File: src/rtl/spu_ma_stbuf_if.sv
// spu_ma_stbuf_if
//   Groups the sequencer-facing and LSU-facing signals of the MA store buffer.
//   The slave modport is the store buffer. The master modport is whatever sits
//   around it: the MA store sequencer plus the LSU (in the bench, one driver).
//
//   Handshake semantics:
//     spu_lsu_st_req is a valid that stays high, with data/pa held stable,
//     until the cycle lsu_grant is seen high. lsu_grant acts as a ready that
//     is only meaningful while spu_lsu_st_req is high. lsu_st_ack is a
//     completion pulse for the one granted store. stbuf_streq_ack is a
//     one-cycle pulse back to the sequencer in the cycle lsu_st_ack is seen.
//
//   Signals:
//     sequencer -> buffer : mast_stbuf_wen, stbuf_data, mpa_ld, mpa_in,
//                           mast_mpa_addrinc, mast_streq, mactl_abort
//     LSU -> buffer       : lsu_grant, lsu_st_ack
//     buffer -> LSU       : spu_lsu_st_req, spu_lsu_st_data, spu_lsu_st_pa
//     buffer -> sequencer : stbuf_streq_ack, stbuf_empty, stbuf_full, stbuf_err
//     debug               : dbg_state (request FSM state), dbg_pend
interface spu_ma_stbuf_if #(
    parameter int DATA_W = 64,
    parameter int PA_W   = 37
);
    logic              mast_stbuf_wen;
    logic [DATA_W-1:0] stbuf_data;
    logic              mpa_ld;
    logic [PA_W-1:0]   mpa_in;
    logic              mast_mpa_addrinc;
    logic              mast_streq;
    logic              mactl_abort;
    logic              lsu_grant;
    logic              lsu_st_ack;
    logic              spu_lsu_st_req;
    logic [DATA_W-1:0] spu_lsu_st_data;
    logic [PA_W-1:0]   spu_lsu_st_pa;
    logic              stbuf_streq_ack;
    logic              stbuf_empty;
    logic              stbuf_full;
    logic              stbuf_err;
    logic [1:0]        dbg_state;
    logic              dbg_pend;

    modport master (
        output mast_stbuf_wen, stbuf_data, mpa_ld, mpa_in, mast_mpa_addrinc,
               mast_streq, mactl_abort, lsu_grant, lsu_st_ack,
        input  spu_lsu_st_req, spu_lsu_st_data, spu_lsu_st_pa, stbuf_streq_ack,
               stbuf_empty, stbuf_full, stbuf_err, dbg_state, dbg_pend
    );

    modport slave (
        input  mast_stbuf_wen, stbuf_data, mpa_ld, mpa_in, mast_mpa_addrinc,
               mast_streq, mactl_abort, lsu_grant, lsu_st_ack,
        output spu_lsu_st_req, spu_lsu_st_data, spu_lsu_st_pa, stbuf_streq_ack,
               stbuf_empty, stbuf_full, stbuf_err, dbg_state, dbg_pend
    );
endinterface

File: src/rtl/spu_ma_stbuf.sv
// spu_ma_stbuf
//   MA store buffer and LSU store-request issuer. Captures MA read data tagged
//   with the current 8-byte-aligned PA into a small FIFO, and on each sequencer
//   store request issues the head entry to the LSU, acknowledging the sequencer
//   once the LSU reports the store complete.
//
//   Ports:
//     rclk  - clock
//     reset - asynchronous reset, active-high
//     se    - scan enable; no functional effect
//     bus   - spu_ma_stbuf_if.slave (sequencer, LSU and debug signals)
module spu_ma_stbuf #(
    parameter int DEPTH  = 4,
    parameter int DATA_W = 64,
    parameter int PA_W   = 37
) (
    input  logic               rclk,
    input  logic               reset,
    input  logic               se,
    spu_ma_stbuf_if.slave      bus
);
    localparam int PTR_W = $clog2(DEPTH);
    localparam logic [PTR_W:0] FULL_CNT = (PTR_W+1)'(DEPTH);

    typedef enum logic [1:0] {IDLE = 2'd0, REQ = 2'd1, WAIT_ACK = 2'd2} state_t;

    state_t            state, state_nxt;
    logic              pend, pend_nxt;
    // Abort seen while a store was in flight: the eventual ack is absorbed.
    logic              abt_seen, abt_seen_nxt;
    logic [PTR_W-1:0]  wr_ptr, rd_ptr;
    logic [PTR_W:0]    count;
    logic [PA_W-1:0]   pa;
    logic              err;
    logic [DATA_W-1:0] st_data_q;
    logic [PA_W-1:0]   st_pa_q;
    logic [DATA_W-1:0] mem_data [DEPTH];
    logic [PA_W-1:0]   mem_pa   [DEPTH];

    logic empty, full, abort;
    logic push_ok, overflow, pop, load_head, err_req, ack;

    // Scan enable only reaches the flops in the physical netlist.
    logic unused_se;
    assign unused_se = se;

    assign empty = (count == '0);
    assign full  = (count == FULL_CNT);
    assign abort = bus.mactl_abort;

    // A pop in the same cycle frees the slot, so a push into a full buffer
    // with a simultaneous pop is still accepted.
    assign push_ok  = bus.mast_stbuf_wen & ~abort & (~full | pop);
    assign overflow = bus.mast_stbuf_wen & ~abort & full & ~pop;

    always_comb begin
        state_nxt    = state;
        pend_nxt     = pend;
        abt_seen_nxt = abt_seen;
        pop          = 1'b0;
        ack          = 1'b0;
        load_head    = 1'b0;
        err_req      = 1'b0;
        case (state)
            IDLE: begin
                if (abort) begin
                    pend_nxt = 1'b0;
                end else if ((bus.mast_streq | pend) & ~empty) begin
                    state_nxt = REQ;
                    pend_nxt  = 1'b0;
                    load_head = 1'b1;
                end else if (bus.mast_streq) begin
                    err_req = 1'b1;  // request with nothing to store
                end
            end
            REQ: begin
                if (abort) begin
                    state_nxt = IDLE;
                    pend_nxt  = 1'b0;
                end else begin
                    if (bus.lsu_grant) state_nxt = WAIT_ACK;
                    if (bus.mast_streq) begin
                        if (pend) err_req = 1'b1;
                        else      pend_nxt = 1'b1;
                    end
                end
            end
            WAIT_ACK: begin
                if (abort) begin
                    pend_nxt     = 1'b0;
                    abt_seen_nxt = 1'b1;
                end else if (bus.mast_streq) begin
                    if (pend) err_req = 1'b1;
                    else      pend_nxt = 1'b1;
                end
                if (bus.lsu_st_ack) begin
                    state_nxt    = IDLE;
                    abt_seen_nxt = 1'b0;
                    // After an abort the in-flight entry was already flushed;
                    // anything now at the head is newer and must stay.
                    if (~abort & ~abt_seen) begin
                        pop = 1'b1;
                        ack = 1'b1;
                    end
                end
            end
            default: state_nxt = IDLE;
        endcase
    end

    always_ff @(posedge rclk or posedge reset) begin
        if (reset) begin
            state     <= IDLE;
            pend      <= 1'b0;
            abt_seen  <= 1'b0;
            wr_ptr    <= '0;
            rd_ptr    <= '0;
            count     <= '0;
            pa        <= '0;
            err       <= 1'b0;
            st_data_q <= '0;
            st_pa_q   <= '0;
        end else begin
            state    <= state_nxt;
            pend     <= pend_nxt;
            abt_seen <= abt_seen_nxt;

            if (bus.mpa_ld)                pa <= bus.mpa_in;
            else if (bus.mast_mpa_addrinc) pa <= pa + 1'b1;

            // mpa_ld wins over a new error raised in the same cycle.
            if (bus.mpa_ld)                  err <= 1'b0;
            else if (overflow | err_req)     err <= 1'b1;

            if (abort) begin
                rd_ptr <= wr_ptr;
                count  <= '0;
            end else begin
                if (push_ok) wr_ptr <= wr_ptr + 1'b1;
                if (pop)     rd_ptr <= rd_ptr + 1'b1;
                if (push_ok & ~pop)      count <= count + 1'b1;
                else if (pop & ~push_ok) count <= count - 1'b1;
            end

            // Request payload is latched so it stays stable through REQ.
            if (load_head) begin
                st_data_q <= mem_data[rd_ptr];
                st_pa_q   <= mem_pa[rd_ptr];
            end
        end
    end

    always_ff @(posedge rclk) begin
        if (push_ok) begin
            mem_data[wr_ptr] <= bus.stbuf_data;
            mem_pa[wr_ptr]   <= pa;  // pre-increment PA
        end
    end

    assign bus.spu_lsu_st_req  = (state == REQ);
    assign bus.spu_lsu_st_data = st_data_q;
    assign bus.spu_lsu_st_pa   = st_pa_q;
    assign bus.stbuf_streq_ack = ack;
    assign bus.stbuf_empty     = empty;
    assign bus.stbuf_full      = full;
    assign bus.stbuf_err       = err;
    assign bus.dbg_state       = state;
    assign bus.dbg_pend        = pend;
endmodule

File: src/flat_wrapper.sv
// flat-port wrapper written by rule: the top's interface ports become plain ports
module spu_ma_stbuf_flat 
#(
    parameter int DEPTH  = 4,
    parameter int DATA_W = 64,
    parameter int PA_W   = 37
)
  (rclk, reset, se, bus_mast_stbuf_wen, bus_stbuf_data, bus_mpa_ld, bus_mpa_in, bus_mast_mpa_addrinc, bus_mast_streq, bus_mactl_abort, bus_lsu_grant, bus_lsu_st_ack, bus_spu_lsu_st_req, bus_spu_lsu_st_data, bus_spu_lsu_st_pa, bus_stbuf_streq_ack, bus_stbuf_empty, bus_stbuf_full, bus_stbuf_err, bus_dbg_state, bus_dbg_pend);
  spu_ma_stbuf_if #(.DATA_W(DATA_W), .PA_W(PA_W)) bus_i ();
  input  logic rclk;
  input  logic reset;
  input  logic se;
  input wire logic [$bits(bus_i.mast_stbuf_wen)-1:0] bus_mast_stbuf_wen;
  input wire logic [$bits(bus_i.stbuf_data)-1:0] bus_stbuf_data;
  input wire logic [$bits(bus_i.mpa_ld)-1:0] bus_mpa_ld;
  input wire logic [$bits(bus_i.mpa_in)-1:0] bus_mpa_in;
  input wire logic [$bits(bus_i.mast_mpa_addrinc)-1:0] bus_mast_mpa_addrinc;
  input wire logic [$bits(bus_i.mast_streq)-1:0] bus_mast_streq;
  input wire logic [$bits(bus_i.mactl_abort)-1:0] bus_mactl_abort;
  input wire logic [$bits(bus_i.lsu_grant)-1:0] bus_lsu_grant;
  input wire logic [$bits(bus_i.lsu_st_ack)-1:0] bus_lsu_st_ack;
  output wire logic [$bits(bus_i.spu_lsu_st_req)-1:0] bus_spu_lsu_st_req;
  output wire logic [$bits(bus_i.spu_lsu_st_data)-1:0] bus_spu_lsu_st_data;
  output wire logic [$bits(bus_i.spu_lsu_st_pa)-1:0] bus_spu_lsu_st_pa;
  output wire logic [$bits(bus_i.stbuf_streq_ack)-1:0] bus_stbuf_streq_ack;
  output wire logic [$bits(bus_i.stbuf_empty)-1:0] bus_stbuf_empty;
  output wire logic [$bits(bus_i.stbuf_full)-1:0] bus_stbuf_full;
  output wire logic [$bits(bus_i.stbuf_err)-1:0] bus_stbuf_err;
  output wire logic [$bits(bus_i.dbg_state)-1:0] bus_dbg_state;
  output wire logic [$bits(bus_i.dbg_pend)-1:0] bus_dbg_pend;
  assign bus_i.mast_stbuf_wen = bus_mast_stbuf_wen;
  assign bus_i.stbuf_data = bus_stbuf_data;
  assign bus_i.mpa_ld = bus_mpa_ld;
  assign bus_i.mpa_in = bus_mpa_in;
  assign bus_i.mast_mpa_addrinc = bus_mast_mpa_addrinc;
  assign bus_i.mast_streq = bus_mast_streq;
  assign bus_i.mactl_abort = bus_mactl_abort;
  assign bus_i.lsu_grant = bus_lsu_grant;
  assign bus_i.lsu_st_ack = bus_lsu_st_ack;
  assign bus_spu_lsu_st_req = bus_i.spu_lsu_st_req;
  assign bus_spu_lsu_st_data = bus_i.spu_lsu_st_data;
  assign bus_spu_lsu_st_pa = bus_i.spu_lsu_st_pa;
  assign bus_stbuf_streq_ack = bus_i.stbuf_streq_ack;
  assign bus_stbuf_empty = bus_i.stbuf_empty;
  assign bus_stbuf_full = bus_i.stbuf_full;
  assign bus_stbuf_err = bus_i.stbuf_err;
  assign bus_dbg_state = bus_i.dbg_state;
  assign bus_dbg_pend = bus_i.dbg_pend;
  spu_ma_stbuf #(.DEPTH(DEPTH), .DATA_W(DATA_W), .PA_W(PA_W)) u_core (.rclk(rclk), .reset(reset), .se(se), .bus(bus_i));
endmodule
File: config.mk
export PLATFORM = sky130hd
export DESIGN_NAME = spu_ma_stbuf_flat
export DESIGN_NICKNAME = d
export VERILOG_FILES = /design/src/rtl/spu_ma_stbuf_if.sv /design/src/rtl/spu_ma_stbuf.sv /design/src/flat_wrapper.sv
export SDC_FILE = /design/constraint.sdc
export NUM_CORES = 1
export LEC_CHECK = 0
export ABC_CLOCK_PERIOD_IN_PS = 7700
export CORE_MARGIN = 2
export CORE_UTILIZATION = 55
export DETAILED_ROUTE_END_ITERATION = 10
export PLACE_DENSITY = 0.76
export SYNTH_ARGS = -nofsm -noshare
export SYNTH_HDL_FRONTEND = slang
export SYNTH_SLANG_ARGS = --single-unit
File: constraint.sdc
create_clock -name rclk -period 7.7 [get_ports rclk]
set_input_delay 1.155 -clock rclk [delete_from_list [all_inputs] [get_ports rclk]]
set_output_delay 1.155 -clock rclk [all_outputs]
set_load 0.005 [all_outputs]
==> metrics.md, run 1 <==
| Metric | Value |
|---|---|
| Tot Pwr | 8.866 mW |
| Minimum clock period | 4171 ps |
| Pre-antenna DRT Iters | 6 |
| Number of remaining DRC errors | 0 |
| Clock buffer depth | 3 |
| Syn avg cell area | 19.79 um2 |
| RSZ-0062 raised after global routing | false |
| Total track usage | 21.23% |
| Static leakage power | 8.937 nW |
| Worst setup EP type | register |
| Syn Inst Count | 1071 |
| Die W | 200.3 um |
| # resized after CTS | 0 |
| Critical path fanouts, max | 62 |
| Sequential-to-total area share from yosys stat | 74.95% |
| WHS | 502.7 ps |
| CTS Sinks | 554 |
| Share of cells above drive strength 1 | 23.66% |
| Startpoint type of the worst setup path | input port |
| Max-cap violation count | 0 |
| Initial antenna violation count | 3 |
| First-pass GRT wire length | 64980 um |
| Fin crit share | 54.16% |
| Num ports | 220 |
| I/O Buffers | 218 |
| Fin Setup TNS | 0 ps |
| Die Span Y | 200.3 um |
| Number of global-route vias before repair | 11240 |
| Core footprint | 37840 um2 |
| Layout Cells excl Fill | 1869 |
| Vias | 10760 |
| Post-synth EDFFs | 404 |
| Crit path kind | in2reg |
| Placed Cells | 1766 |
| Final Max Tran Viols | 0 |
| DRT antenna net count | 0 |
| Post-synthesis cell area | 21200 um2 |
| Root buffer cell | clkbuf_16 |
| Commonest non-fill, non-tap cells in the layout | edfxtp_1 (404), clkdlybuf4s50_1 (217), dfrtp_1 (148) |
| Standard-cell row count | 71 |
| Worst Skew | 16.93 ps |
| Grt total ovfl | 0 |
| Endpoints failing setup | 0 |
| Post-synthesis cell type count | 46 |
| CP required | 7920 ps |
| Syn nets | 1192 |
| Net count of the finished layout | 1432 |
| Worst Tran Pin Value | 1069 ps |
| Commonest non-fill, non-tap cell in the layout | edfxtp_1 |
| Flops & latches, synth | 554 |
| Clock slew at reported path FFs | 60 ps |
| Status | finished, final reports clean |
| Initial DRC count | 603 |
| Skew-Pair Late Insertion Delay | 590 ps |
| Final Hold Viols | 0 |
| CTS tree | done |
| Slew margin rel. | 28.74% |
| Post-CTS Setup Inserts | 0 |
| Synthesis Warnings | 0 |
| Fmax | 239.8 MHz |
| PD cells | 344.8 nW/um2 |
| Vias per cell | 5.755 |
| CP arrival | 4390 ps |
| HPWL after detailed placement | 24040 um |
| CTS buffer count | 54 |
| DR WL/cell | 22.28 um |
| Die area | 40120 um2 |
| Worst hold path type | reg2reg |
| Post-synth ARST share | 27.08% |
| Largest net degree at the start of global routing | 74 |
| CTS hold repair buffers | 0 |
| GPL Wtd Cong | 0.7991 |
| Post-layout util | 67.95% |
| WL final | 41650 um |
| Maximum ir drop on the vdd rail | 0.2100 mV |
| Initial core utilization | 56.01% |
| Ys flop type | edfxtp_1 |
| Synth-to-Final Area Change | 21.32% |
| H-tree depth | 2 |
-- through the flow --
step / setup slack [ps] / instance area (um2)
final: 3529 / 25710
after global placement: 2998 / 23930
after CTS: 3511 / 25710
after floorplan: 2509 / 21200
after detailed placement: 2918 / 23930
after global routing: 3269 / 25710
-- worst max-delay path: stages --
cell             delay (ps)
clkdlybuf4s50_1         530
nand2_1                  70
nor2_1                  220
nor2_1                  100
nor3b_1                 640
and2_4                  940
buf_4                   660
-- metal layers --
layer	track usage (%)	wire [um]
met5	0	26
met2	35.14	20560
met4	5.238	810
met3	4.767	2714
met1	29.10	17540
-- worst paths after layout --
path | start | to | slack [ps] | depth (start not counted)
max | bus_lsu_st_ack | u_core.mem_data[3][5] | 3530 | 7
min | u_core.bus.spu_lsu_st_pa[23] | u_core.bus.spu_lsu_st_pa[23] | 500 | 1
max reg2reg | u_core.bus.dbg_state[0] | u_core.mem_data[3][5] | 3860 | 8
min reg2reg | u_core.bus.spu_lsu_st_pa[23] | u_core.bus.spu_lsu_st_pa[23] | 500 | 1
max in group asynchronous | reset | u_core.bus.spu_lsu_st_pa[32] | 5560 | 3
min in group asynchronous | reset | u_core.bus.spu_lsu_st_data[40] | 980 | 2
-- final cells by class --
type | count | area [um2]
antenna | 1 | 2.502
clock buffer | 82 | 1578
clock inverter | 20 | 209.0
fill | 2467 | 12130
inverter | 15 | 61.31
multi-input combinational | 457 | 5072
sequential | 554 | 15890
tap | 511 | 639.4
timing repair buffer | 229 | 2260
-- cell families after synthesis --
kind of cell    Yosys count  share of synthesized area (%)
buf+inv                  60                          1.204
compound gates           56                          1.482
simple gates            145                          3.766
xor+xnor                 38                          1.570
flops                   554                          74.95
mux                     208                          16.40
fa+ha+maj                10                         0.6258
-- flip-flops by register name, indices dropped and copies added, names as in the netlist --
signal and flops:
u_core.mem_data 256, u_core.mem_pa 148, u_core.bus.spu_lsu_st_data 64, u_core.bus.spu_lsu_st_pa 37, u_core.pa 37, u_core.count 3, u_core.bus.dbg_state 2, u_core.rd_ptr 2
u_core.wr_ptr 2, u_core.abt_seen 1, u_core.bus.dbg_pend 1, u_core.bus.stbuf_err 1
-- where the power goes --
group          total [mW]  switching (mW)  internal (mW)
Clock                2.61            1.08           1.52
Combinational        2.09           0.795           1.30
Sequential           4.17           0.382           3.79
Total                8.87            2.26           6.60
-- Yosys cell counts (2+ instances only) --
library cell / number / area share [%]
edfxtp_1: 404 / 57
dfrtp_1: 150 / 18
mux2_2: 105 / 5.6
mux4_2: 101 / 11
nand2_1: 50 / 0.89
o21ai_0: 39 / 0.92
buf_2: 24 / 0.57
xor2_1: 24 / 0.99
clkbuf_1: 21 / 0.37
nand4_1: 18 / 0.53
nand3_1: 16 / 0.38
inv_1: 15 / 0.27
nor2_1: 14 / 0.25
xnor2_1: 14 / 0.58
and3_1: 9 / 0.27
ha_1: 9 / 0.53
a21oi_1: 7 / 0.17
and2_1: 7 / 0.21
nor3_1: 6 / 0.14
nor2b_1: 4 / 0.12
nor4_1: 3 / 0.089
and4_1: 2 / 0.083
and4_2: 2 / 0.094
mux2i_1: 2 / 0.094
nand3_2: 2 / 0.094
nand3b_1: 2 / 0.071
o31a_1: 2 / 0.083
No activity file was read; power rests on OpenSTA's default activity.
==> run 2: changes to the inputs <==
--- a/config.mk
+++ b/config.mk
@@ -5,7 +5,7 @@
 export SDC_FILE = /design/constraint.sdc
 export NUM_CORES = 1
 export LEC_CHECK = 0
-export ABC_CLOCK_PERIOD_IN_PS = 7700
+export ABC_CLOCK_PERIOD_IN_PS = 4100
 export CORE_MARGIN = 2
 export CORE_UTILIZATION = 55
 export DETAILED_ROUTE_END_ITERATION = 10
==> constraint.sdc (replaced) <==
create_clock -name rclk -period 4.1 [get_ports rclk]
set_input_delay 0.615 -clock rclk [delete_from_list [all_inputs] [get_ports rclk]]
set_output_delay 0.615 -clock rclk [all_outputs]
set_load 0.005 [all_outputs]
==> run 2 against run 1 <==
Net effect: via count is 0.18% higher; wire length is 1.6% higher; cell count is 0.54% higher; critical path depth is 1 higher; critical path type is now reg2reg; largest cell class unchanged; largest power group unchanged.
==> metrics.md, run 2 (synthesis results as in run 1) <==
| Metric | Value |
|---|---|
| Die W | 200.3 um |
| Initial antenna violation count | 2 |
| I/O Buffers | 218 |
| Maximum ir drop on the vdd rail | 0.3281 mV |
| Grt total ovfl | 0 |
| Commonest non-fill, non-tap cells in the layout | edfxtp_1 (404), clkdlybuf4s50_1 (217), dfrtp_1 (148) |
| Endpoints failing setup | 0 |
| Global Route met3 Usage | 3.921% |
| CTS Sinks | 554 |
| Total track usage | 21.53% |
| Crit path kind | reg2reg |
| # resized after CTS | 0 |
| FF-to-FF path depth | 8 |
| Met2 GRT Util | 35.62% |
| RR Endpoint | u_core.mem_data[1][30] |
| Largest register FFs | 256 |
| DR WL/cell | 22.51 um |
| Post-route cell area | 26030 um2 |
| Minimum clock period | 3029 ps |
| CP required | 4350 ps |
| Fin Setup TNS | 0 ps |
| Final Max Tran Viols | 0 |
| Initial DRC count | 679 |
| Static leakage power | 9.061 nW |
| Number of remaining DRC errors | 0 |
| Pre-antenna DRT Iters | 5 |
| Slew margin rel. | 21.11% |
| WHS | 495.9 ps |
| Skew-Pair Late Insertion Delay | 590 ps |
| Num ports | 220 |
| Clock slew at reported path FFs | 60 ps |
| Fmax | 330.2 MHz |
| PD cells | 648.2 nW/um2 |
| Largest net degree at the start of global routing | 85 |
| Commonest non-fill, non-tap cell in the layout | edfxtp_1 |
| Clock buffer depth | 3 |
| Fin crit share | 73.87% |
| Net count of the finished layout | 1442 |
| Critical path fanouts, max | 40 |
| Number of global-route vias before repair | 11290 |
| Worst setup EP type | register |
| Initial core utilization | 56.01% |
| Final Hold Viols | 0 |
| Die area | 40120 um2 |
| Vias | 10780 |
| Die Span Y | 200.3 um |
| Top reg by flops | u_core.mem_data |
| Placed Area | 24190 um2 |
| Worst Skew | 12.90 ps |
| Core footprint | 37840 um2 |
| Reg area | 15890 um2 |
| First-pass GRT wire length | 65850 um |
| Post-CTS Setup Inserts | 0 |
| Busiest grt layer | met2 |
| Worst Tran Pin Value | 1183 ps |
| R2r setup slk | 1070 ps |
| GPL Wtd Cong | 0.8192 |
| Max-cap violation count | 0 |
| Status | finished, final reports clean |
| H-tree depth | 2 |
| Share of cells above drive strength 1 | 24.14% |
| Startpoint type of the worst setup path | register |
| Worst hold path type | in2async |
| RSZ-0062 raised after global routing | false |
| Met1 usage | 29.96% |
| Synth-to-Final Area Change | 22.79% |
| CTS hold repair buffers | 0 |
| # fillers | 2506 |
| WL final | 42300 um |
| Standard-cell row count | 71 |
| CTS tree | done |
| DRT antenna net count | 0 |
| Vias per cell | 5.734 |
| Crit Reg-Reg Startpoint | u_core.bus.dbg_state[0] |
| HPWL after detailed placement | 25120 um |
| Root buffer cell | clkbuf_16 |
| CTS buffer count | 54 |
| Multi-input gate area | 5072 um2 |
| CP arrival | 3280 ps |
==> run 2: cell types whose count changed in the layout (fill, tap and decap cells not counted), moves of 2 or more <==
cell	change
buf_12	+15
clkinv_1	+7
clkbuf_1	-6
buf_4	-5
clkbuf_8	-4
bufinv_16	+3
clkbuf_16	+2
clkinv_2	+2
clkinv_4	-2
clkinvlp_4	+2
inv_6	-2
==> run 2: layout make-up <==
class	count	share of cell area [%]
clock buffers	74	5.957
well taps	511	2.457
diodes	1	0.009615
clock inverters	28	1.096
repair buffers	239	9.692
multi-input cells	457	19.49
inverters	15	0.2308
flip-flops and latches	554	61.07
==> run 2: routing by layer <==
metal | vias to the layer above | routed length, um | part of all wire [%]
met4 | 2 | 784 | 1.9
met2 | 402 | 21100 | 50
met3 | 58 | 2790 | 6.6
li1 | 4740 | - | -
met1 | 5573 | 17610 | 42
met5 | - | 13 | 0.031
==> run 2: worst max path at each step <==
stage / endpoint / slack [ps] / startpoint / cells after the start
final: u_core.mem_data[1][30] / 1070 / u_core.bus.dbg_state[0] / 8
after global routing: u_core.mem_data[1][30] / 750 / u_core.bus.dbg_state[0] / 8
after CTS: bus_stbuf_streq_ack / 1020 / u_core.bus.dbg_state[0] / 5
after detailed placement: u_core.mem_data[1][30] / 650 / bus_lsu_st_ack / 7
after global placement: u_core.mem_data[1][50] / 640 / bus_lsu_st_ack / 7
after floorplan: u_core.mem_data[0][0] / 920 / u_core.bus.dbg_state[0] / 7
==> run 2: worst max-delay path, stage by stage, from the launching register on <==
cell and delay, ps:
dfrtp_1 430, inv_1 100, ha_1 290, nand2_1 80, nor2_1 200, nor2_1 80
nor3b_1 620, and2_4 540, buf_12 320
==> run 2: through the flow <==
stage | instances | power (mW) | utilization [%] | worst slack, ps
floorplan | 1071 | 9.977 | - | 916.2
global placement | 1776 | 11.93 | 63.91 | 644.2
detailed placement | 1776 | 12.06 | 63.91 | 646.6
CTS | 1878 | 17.09 | 68.76 | 1023
global route | 1878 | 17.62 | 68.76 | 750.0
finish | 1879 | 16.87 | 68.77 | 1071
==> run 2: where the power goes <==
group | internal [mW] | total (mW) | leakage, nW | switching, mW
registers | 7.10 | 7.74 | 5.47 | 0.637
logic | 2.52 | 4.12 | 2.69 | 1.61
clock network | 3.01 | 5.01 | 0.903 | 1.99
==> run 3: changes to the inputs <==
--- a/config.mk
+++ b/config.mk
@@ -5,7 +5,7 @@
 export SDC_FILE = /design/constraint.sdc
 export NUM_CORES = 1
 export LEC_CHECK = 0
-export ABC_CLOCK_PERIOD_IN_PS = 4100
+export ABC_CLOCK_PERIOD_IN_PS = 3000
 export CORE_MARGIN = 2
 export CORE_UTILIZATION = 55
 export DETAILED_ROUTE_END_ITERATION = 10
==> constraint.sdc (replaced) <==
create_clock -name rclk -period 3 [get_ports rclk]
set_input_delay 0.45 -clock rclk [delete_from_list [all_inputs] [get_ports rclk]]
set_output_delay 0.45 -clock rclk [all_outputs]
set_load 0.005 [all_outputs]
==> run 3 against run 2 <==
Net effect: non-clock buffer count increased by 22; count of clock-buffer cells in the layout increased by 6; critical path type is now reg2out; first-iteration DRC count increased by 34%; total power increased by 35%; die area unchanged; sequential power increased by 37%.
==> metrics.md, run 3 (synthesis results as in run 1) <==
| Metric | Value |
|---|---|
| PD cells | 870.7 nW/um2 |
| Number of global-route vias before repair | 11550 |
| Endpoints failing setup | 0 |
| Placed Area | 24430 um2 |
| Startpoint type of the worst setup path | register |
| HPWL after detailed placement | 27230 um |
| CTS buffer count | 54 |
| Root buffer cell | clkbuf_16 |
| Slew margin rel. | 42.89% |
| Grt total ovfl | 0 |
| Vias per cell | 5.711 |
| Commonest non-fill, non-tap cells in the layout | edfxtp_1 (404), clkdlybuf4s50_1 (217), dfrtp_1 (148) |
| Synth-to-Final Area Change | 23.05% |
| Fmax | 360.7 MHz |
| RSZ-0062 raised after global routing | false |
| R2r setup slk | 530 ps |
| Final Hold Viols | 0 |
| CTS Sinks | 554 |
| Vias | 10850 |
| Switching pwr | 5.818 mW |
| Critical path fanouts, max | 7 |
| Fin crit share | 92.40% |
| Net count of the finished layout | 1464 |
| Post-CTS Setup Inserts | 0 |
| Num ports | 220 |
| Standard-cell row count | 71 |
| DR WL/cell | 22.77 um |
| Status | finished, final reports clean |
| Worst hold path type | in2async |
| DRT antenna net count | 0 |
| Initial core utilization | 56.01% |
| Static leakage power | 9.093 nW |
| Skew-Pair Late Insertion Delay | 580 ps |
| Worst Tran Pin Value | 856.6 ps |
| Top reg by flops | u_core.mem_data |
| Worst Skew | 18.34 ps |
| Largest register FFs | 256 |
| Initial antenna violation count | 2 |
| Fin worst setup slack | 228.0 ps |
| Core footprint | 37840 um2 |
| # fillers | 2452 |
| Max-cap violation count | 0 |
| Crit Reg-Reg Startpoint | u_core.bus.dbg_state[0] |
| CTS hold repair buffers | 0 |
| Pre-antenna DRT Iters | 5 |
| GPL Wtd Cong | 0.8056 |
| Final Max Tran Viols | 0 |
| Initial DRC count | 911 |
| Sw Share | 25.62% |
| Register share of total power | 46.5% |
| CTS tree | done |
| H-tree depth | 2 |
| Share of cells above drive strength 1 | 24.51% |
| Worst setup EP type | output port |
| CP required | 2550 ps |
| CP arrival | 2320 ps |
| Pre-CTS setup slack | 295.5 ps |
| Clock slew at reported path FFs | 60 ps |
| Int Power | 16.89 mW |
| Tot Pwr | 22.71 mW |
| Die area | 40120 um2 |
| Die W | 200.3 um |
| Post-route cell area | 26080 um2 |
| Commonest non-fill, non-tap cell in the layout | edfxtp_1 |
| Minimum clock period | 2772 ps |
| Maximum ir drop on the vdd rail | 0.4781 mV |
| Largest net degree at the start of global routing | 100 |
| Worst setup startpoint | u_core.bus.dbg_state[0] |
| Clock buffer depth | 3 |
| WL final | 43260 um |
| Crit path kind | reg2out |
| Power share of the clock group | 27.7% |
| FF-to-FF path depth | 9 |
| I/O Buffers | 218 |
| Combinational share of power | 25.8% |
| # resized after CTS | 0 |
| First-pass GRT wire length | 66990 um |
| Total track usage | 22.06% |
| RR Endpoint | u_core.mem_data[3][34] |
| Die Span Y | 200.3 um |
| Critical Path Sink | bus_stbuf_streq_ack |
| Number of remaining DRC errors | 0 |
run 3: changes by cell type in the layout (fill, tap and decap cells not counted), moves of 3 or more:
cell / change
clkbuf_1: +11
clkbuf_16: -3
clkinv_2: -4
buf_12: +6
bufinv_16: -4
buf_4: +16
run 3: layout make-up:
class | count | area [um2] | share of cell area [%]
well taps | 511 | 639.4 | 2.452
diodes | 2 | 5.005 | 0.01919
clock inverters | 20 | 158.9 | 0.6093
inverters | 15 | 60.06 | 0.2303
clock buffers | 80 | 1489 | 5.709
flip-flops and latches | 554 | 15890 | 60.94
repair buffers | 261 | 2763 | 10.59
multi-input cells | 457 | 5072 | 19.45
run 3: worst min-delay path by stage:
stage | depth (start not counted) | end | slack (ps)
6_report | 2 | u_core.bus.spu_lsu_st_data[16] | 160
5_1_grt | 2 | u_core.bus.spu_lsu_st_data[4] | 160
4_1_cts | 2 | u_core.bus.spu_lsu_st_data[16] | 130
3_5_place_dp | 1 | u_core.bus.spu_lsu_st_data[8] | 490
3_3_place_gp | 1 | u_core.bus.spu_lsu_st_data[50] | 490
2_1_floorplan | 0 | u_core.mem_pa[0][35] | 480
run 3: layer usage:
layer | up-vias | global-route usage [%] | part of all wire [%]
met5 | - | 0 | 0
met2 | 369 | 37.08 | 51
li1 | 4776 | - | -
met1 | 5634 | 29.85 | 41
met3 | 71 | 4.523 | 6.1
met4 | 0 | 5.820 | 2.1
run 3: power groups by stage:
stage          combinational, mW  clock (mW)  sequential, mW
2_1_floorplan               3.20           0            10.4
3_3_place_gp                5.82           0            10.6
3_5_place_dp                5.96           0            10.7
4_1_cts                     6.00        6.42            10.6
5_1_grt                     6.29        6.76            10.7
6_report                    5.86        6.28            10.6
run 3: critical path, cell delays in order (launching register included):
cell             delay (ps)
dfrtp_1                 430
inv_1                   100
ha_1                    230
nand3b_1                240
nor2_1                  150
clkdlybuf4s50_1         580
run 3: per-stage QoR:
step	instances	TNS [ps]	hold WS [ps]	utilization [%]
after floorplan	1071	-74240	476.0	-
after global placement	1798	0	485.7	64.55
after detailed placement	1798	0	491.6	64.55
after CTS	1898	0	126.4	68.90
after global routing	1899	0	160.8	68.91
final	1900	0	165.0	68.91
